===== src/rtl/uart_fifo_tx.sv =====
`default_nettype none
// ============================================================================
// Module   : uart_fifo_tx
// Function : Pops bytes from a registered-output FIFO and sends them LSB first
//            as 8N1 frames, or 8E1 when UART_FIFO_TX_PARITY_EN is defined.
// Revision : 1.0 - initial release
// ============================================================================
module uart_fifo_tx #(
  parameter int CLKS_PER_BIT = 434
) (
  input  logic       clk,
  input  logic       rst,
  input  logic [7:0] buf_out,
  input  logic       buf_empty,
  output logic       rd_en,
  output logic       tx,
  output logic       busy
);

  localparam int                 CNT_W    = $clog2(CLKS_PER_BIT);
  localparam logic [CNT_W-1:0]   LAST_CNT = CNT_W'(CLKS_PER_BIT - 1);

`ifdef UART_FIFO_TX_PARITY_EN
  typedef enum logic [2:0] {
    IDLE   = 3'd0,
    FETCH  = 3'd1,
    LOAD   = 3'd2,
    START  = 3'd3,
    DATA   = 3'd4,
    PARITY = 3'd5,
    STOP   = 3'd6
  } state_t;
`else
  typedef enum logic [2:0] {
    IDLE   = 3'd0,
    FETCH  = 3'd1,
    LOAD   = 3'd2,
    START  = 3'd3,
    DATA   = 3'd4,
    STOP   = 3'd6
  } state_t;
`endif

  state_t           state_q;
  logic [7:0]       shift_q;
  logic [2:0]       idx_q;
  logic [CNT_W-1:0] cnt_q;
  logic             tx_q;
  logic             rd_en_q;
  logic             busy_q;
`ifdef UART_FIFO_TX_PARITY_EN
  logic             parity_q;
`endif

  logic bit_done;
  assign bit_done = (cnt_q == LAST_CNT);

  // Every output is set on the edge that enters the state it belongs to,
  // so rd_en is high exactly in FETCH and tx never glitches.
  always_ff @(posedge clk) begin
    if (rst) begin
      state_q  <= IDLE;
      shift_q  <= '0;
      idx_q    <= '0;
      cnt_q    <= '0;
      tx_q     <= 1'b1;
      rd_en_q  <= 1'b0;
      busy_q   <= 1'b0;
`ifdef UART_FIFO_TX_PARITY_EN
      parity_q <= 1'b0;
`endif
    end else begin
      rd_en_q <= 1'b0;
      case (state_q)
        IDLE: begin
          tx_q <= 1'b1;
          if (!buf_empty) begin
            state_q <= FETCH;
            rd_en_q <= 1'b1;
            busy_q  <= 1'b1;
          end
        end

        FETCH: begin
          state_q <= LOAD;
        end

        // buf_out was refreshed by the FIFO on the edge that ended FETCH.
        LOAD: begin
          shift_q  <= buf_out;
`ifdef UART_FIFO_TX_PARITY_EN
          parity_q <= ^buf_out;
`endif
          cnt_q    <= '0;
          tx_q     <= 1'b0;
          state_q  <= START;
        end

        START: begin
          if (bit_done) begin
            cnt_q   <= '0;
            idx_q   <= '0;
            tx_q    <= shift_q[0];
            shift_q <= shift_q >> 1;
            state_q <= DATA;
          end else begin
            cnt_q <= cnt_q + 1'b1;
          end
        end

        DATA: begin
          if (bit_done) begin
            cnt_q <= '0;
            if (idx_q == 3'd7) begin
`ifdef UART_FIFO_TX_PARITY_EN
              tx_q    <= parity_q;
              state_q <= PARITY;
`else
              tx_q    <= 1'b1;
              state_q <= STOP;
`endif
            end else begin
              idx_q   <= idx_q + 3'd1;
              tx_q    <= shift_q[0];
              shift_q <= shift_q >> 1;
            end
          end else begin
            cnt_q <= cnt_q + 1'b1;
          end
        end

`ifdef UART_FIFO_TX_PARITY_EN
        PARITY: begin
          if (bit_done) begin
            cnt_q   <= '0;
            tx_q    <= 1'b1;
            state_q <= STOP;
          end else begin
            cnt_q <= cnt_q + 1'b1;
          end
        end
`endif

        STOP: begin
          if (bit_done) begin
            cnt_q   <= '0;
            busy_q  <= 1'b0;
            state_q <= IDLE;
          end else begin
            cnt_q <= cnt_q + 1'b1;
          end
        end

        default: begin
          tx_q    <= 1'b1;
          busy_q  <= 1'b0;
          cnt_q   <= '0;
          state_q <= IDLE;
        end
      endcase
    end
  end

  assign rd_en = rd_en_q;
  assign tx    = tx_q;
  assign busy  = busy_q;

endmodule
`default_nettype wire


===== config.mk =====
export PLATFORM = sky130hd
export DESIGN_NAME = uart_fifo_tx
export DESIGN_NICKNAME = d
export VERILOG_FILES = /design/src/rtl/uart_fifo_tx.sv
export SDC_FILE = /design/constraint.sdc
export NUM_CORES = 1
export LEC_CHECK = 0
export ABC_CLOCK_PERIOD_IN_PS = 2400
export CELL_PAD_IN_SITES_DETAIL_PLACEMENT = 1
export CELL_PAD_IN_SITES_GLOBAL_PLACEMENT = 2
export CORE_ASPECT_RATIO = 0.5
export CORE_MARGIN = 2
export CORE_UTILIZATION = 35
export DETAILED_ROUTE_END_ITERATION = 10
export PLACE_DENSITY_LB_ADDON = 0.1
export RECOVER_POWER = 25
export SYNTH_ARGS = -nofsm -noshare
export SYNTH_HDL_FRONTEND = slang
export SYNTH_SLANG_ARGS = --single-unit

===== constraint.sdc =====
create_clock -name clk -period 2.4 [get_ports clk]
set_input_delay 0.72 -clock clk [delete_from_list [all_inputs] [get_ports clk]]
set_output_delay 0.72 -clock clk [all_outputs]
set_load 0.01 [all_outputs]

==> impl_metrics.csv <==
group,metric,value,unit
clocking,tritoncts_num_sinks,26,
timing,timing.slew.headroom,33.9,%
timing,post-route-min-period,2.17,ns
worst_setup_path,cp_slowest_stage_delay,0.81,ns
clocking,clock-root-buffer,"sky130_fd_sc_hd__clkbuf_8",
worst_setup_path,timing.critical_path.slowest_stage_cell,"sky130_fd_sc_hd__nor4_1",
timing,hold_viol_final,0,
worst_setup_path,worst-setup-path-type,"reg2reg",
power,p_per_area,563,mW/mm2
job,cap_viol_max_count,0,
yosys,synthesis.area_per_instance,9.25,um2
yosys,synth_mux_area_share,5.48,%
floorplanning,design.portCount,14,
yosys,yosys_warnings,0,
worst_setup_path,crit_path_end_kind,"register",
yosys,synth_edf_count,0,
yosys,synth_simple_gate_area_share,24.1,%
floorplanning,initial_core_util,36.9,%
worst_setup_path,crit_required,2.57,ns
route,via_count,1213,
route,drt_drc_violations_left,0,
worst_setup_path,crit_buf_inv,0,
worst_setup_path,r2r.worst_path.cells,5,
clocking,tritoncts_clock_tree,"built",
route,detailedRoute.firstPassIterationCount,4,
yosys,fraction_of_the_mapped_netlist_area_in_compound_gates,23.5,%
yosys,asyncSetResetFlopFracSynth,0,%
clocking,cts_post_setup_buffers_inserted,0,
power,p_leak,0.606,nW
timing,fin_tns_setup,0,ns
hold_path,hold-path-endpoint,"idx_q[2]",
global_routing,grt_first_pass_wirelength,5.95,mm
yosys,synth_nets,173,
placement,place.port_buffers,13,
route,finalWirelength,3.51,mm
route,detail_route.wl_per_cell,15.9,um
clocking,cts.clk_slew.worst_paths,0.10,ns
timing,maxClockFrequency,462,MHz
finish,mostFrequentLayoutCell,"sky130_fd_sc_hd__dfxtp_1",
timing,post_route_clock_skew,0.00238,ns
global_routing,grtUsageTotal,16.0,%
global_routing,grt_max_degree,18,
route,drtIter0Drc,33,
timing,whs,0.470,ns
clocking,cts-buffers-inserted,3,
timing,final-max-slew-violation-count,0,
worst_setup_path,reg2reg_from,"cnt_q[0]",
global_routing,grt.overflow.total,0,
global_routing,first_global_vias,1177,
worst_setup_path,crit_chain,"ha_1 > nand2_1 > nor4_1 > o21ai_1 > a221o_1",
yosys,synth-seq-cells,26,
floorplanning,dieArea,0.00474,mm2
clocking,clock_tree.buffer_depth,2,
worst_setup_path,path_max_fanout,6,
finish,layout_common_cells,"sky130_fd_sc_hd__dfxtp_1 (26), sky130_fd_sc_hd__a21oi_1 (15), sky130_fd_sc_hd__clkdlybuf4s50_1 (12)",
yosys,adder_and_majority_gate_portion_of_the_synthesized_area,3.42,%
floorplanning,std_cell_rows,16,
hold_path,hp_class,"reg2reg",
yosys,post_synth_num_cell_types,54,
clocking,clock_tree.htree_level_count,1,
timing,period_share,90.2,%
timing,worst_pin_slew,0.983,ns
yosys,yosysSeqAreaShare,35.6,%
clocking,insertion_delay,0.28,ns
finish,layout.nets,183,
worst_setup_path,critPathLaunchType,"register",
floorplanning,die_h,49.7,um
floorplanning,die_w,95.4,um
clocking,holdBufCountCts,0,
clocking,post_cts_resize_count,0,
global_routing,number_of_antenna_violations_at_the_first_check_in_global_routing,0,
yosys,synthFlopType,"sky130_fd_sc_hd__dfxtp_1",
worst_setup_path,timing.reg2reg.setup_slack,0.23,ns
hold_path,timing.hold.worst.start,"idx_q[2]",
yosys,post_synthesis_cell_area,0.00146,mm2
yosys,synthesis.instances,158,
worst_setup_path,logic_depth_of_the_worst_setup_path_including_buffers,5,
yosys,combinational_family_with_the_most_area_after_synthesis,"simple AND/OR/NAND/NOR gates",
finish,antenna_cells,0,
route,postRouteAntennaNets,0,
finish,count_of_fill_cells_added_during_filler_insertion,460,
power,power.ir.vdd_worst,0.000227,V
route,drt-vias-per-instance,5.49,
worst_setup_path,timing.rr.end,"tx",
floorplanning,coreArea,0.00396,mm2
finish,syn_to_final_growth,15.7,%
yosys,synth-xor-area-share,3.00,%
placement,place_hpwl,2.55,mm
timing,final_setup_violation_count,0,
timing,rsz0062_at_grt,"no",
placement,routabilityCongestion,0.734,
outcome,run_status,"finished, final reports clean",
hold_path,timing.hold.worst_path_depth,2,
worst_setup_path,critPathArrivalTime,2.34,ns
finish,final_layout_size_suffix_gt1_share,9.58,%
worst_setup_path,critical-path-top-delay-family,"simple AND/OR/NAND/NOR gates",
==> metal layers <==
metal | vias to the layer above | wire length, um | track usage (%)
li1 | 616 | - | -
met1 | 582 | 1930 | 23.9
met2 | 13 | 1430 | 23.7
met3 | 2 | 143 | 4.28
met4 | 0 | 4 | 1.43
met5 | - | 0 | 0
==> state kept, by name, summed over array words and instances, names as in the netlist <==
register  flops
tx            1
state_q       3
rd_en         1
cnt_q         9
idx_q         3
shift_q       8
busy          1
==> how the worst max path moves through the flow <==
stage / start / end
floorplan: cnt_q[0] / shift_q[5]
global placement: cnt_q[0] / shift_q[3]
detailed placement: cnt_q[0] / shift_q[2]
CTS: cnt_q[0] / shift_q[0]
global route: cnt_q[0] / tx
finish: cnt_q[0] / tx
==> where the power goes <==
| group | switching, mW | leakage [nW] | internal [mW] | total (mW) |
|---|---|---|---|---|
| Combinational | 0.0589 | 0.360 | 0.0587 | 0.118 |
| Clock | 0.150 | 0.0357 | 0.223 | 0.373 |
| Sequential | 0.0163 | 0.211 | 0.445 | 0.461 |
==> cell usage after synthesis, types with 2 or more instances <==
cell                        number  area [um2]
sky130_fd_sc_hd__a21oi_1        15        75.1
sky130_fd_sc_hd__a21oi_2         2        17.5
sky130_fd_sc_hd__a311oi_1        6        52.6
sky130_fd_sc_hd__a311oi_2        2        30.0
sky130_fd_sc_hd__a32oi_1         2        17.5
sky130_fd_sc_hd__and3_1          2        12.5
sky130_fd_sc_hd__buf_2           3        15.0
sky130_fd_sc_hd__clkbuf_1        5        18.8
sky130_fd_sc_hd__dfxtp_1        26         521
sky130_fd_sc_hd__ha_1            4        50.1
sky130_fd_sc_hd__inv_1           6        22.5
sky130_fd_sc_hd__mux2i_1         8        80.1
sky130_fd_sc_hd__nand2_1         7        26.3
sky130_fd_sc_hd__nand2b_1        2        12.5
sky130_fd_sc_hd__nand3_1         5        25.0
sky130_fd_sc_hd__nand3b_1        3        22.5
sky130_fd_sc_hd__nand4_1         4        25.0
sky130_fd_sc_hd__nor2_1          8        30.0
sky130_fd_sc_hd__nor2b_1         4        25.0
sky130_fd_sc_hd__nor3_1          3        15.0
sky130_fd_sc_hd__nor4b_1         2        17.5
sky130_fd_sc_hd__o2111ai_1       2        17.5
sky130_fd_sc_hd__o21ai_0         2        10.0
sky130_fd_sc_hd__o21ai_1         2        10.0
sky130_fd_sc_hd__xnor2_1         4        35.0
==> worst min-delay path, cell delays in order (launching register included) <==
cell and delay, ns:
sky130_fd_sc_hd__dfxtp_1 0.32, sky130_fd_sc_hd__nand2_1 0.05, sky130_fd_sc_hd__a21oi_1 0.05
==> kinds of logic after synthesis <==
group           after synthesis
buf+inv                      16
fa+ha+maj                     4
flops                        26
compound gates               45
simple gates                 54
xor+xnor                      5
mux                           8
==> cell type report <==
| class | instances | area, um2 | area share (%) |
|---|---|---|---|
| Clock inverter | 1 | 30.0 | 1.78 |
| Multi-Input combinational cell | 116 | 863 | 51.1 |
| Timing Repair Buffer | 15 | 145 | 8.59 |
| Inverter | 6 | 22.5 | 1.33 |
| Clock buffer | 3 | 41.3 | 2.44 |
| Tap cell | 54 | 67.6 | 4.00 |
| Sequential cell | 26 | 520 | 30.8 |
==> stage by stage <==
| step | setup WS [ns] | power (mW) | std cells | utilization, % | cell area (um2) |
|---|---|---|---|---|---|
| after floorplan | 0.631 | 0.546 | 158 | - | 1460 |
| after global placement | 0.419 | 0.589 | 217 | 41.0 | 1630 |
| after detailed placement | 0.360 | 0.591 | 217 | 41.0 | 1630 |
| after CTS | 0.313 | 0.970 | 221 | 42.8 | 1700 |
| after global routing | 0.0571 | 0.997 | 221 | 42.6 | 1690 |
| final | 0.235 | 0.952 | 221 | 42.6 | 1690 |
No activity file was read; power rests on OpenSTA's default activity.
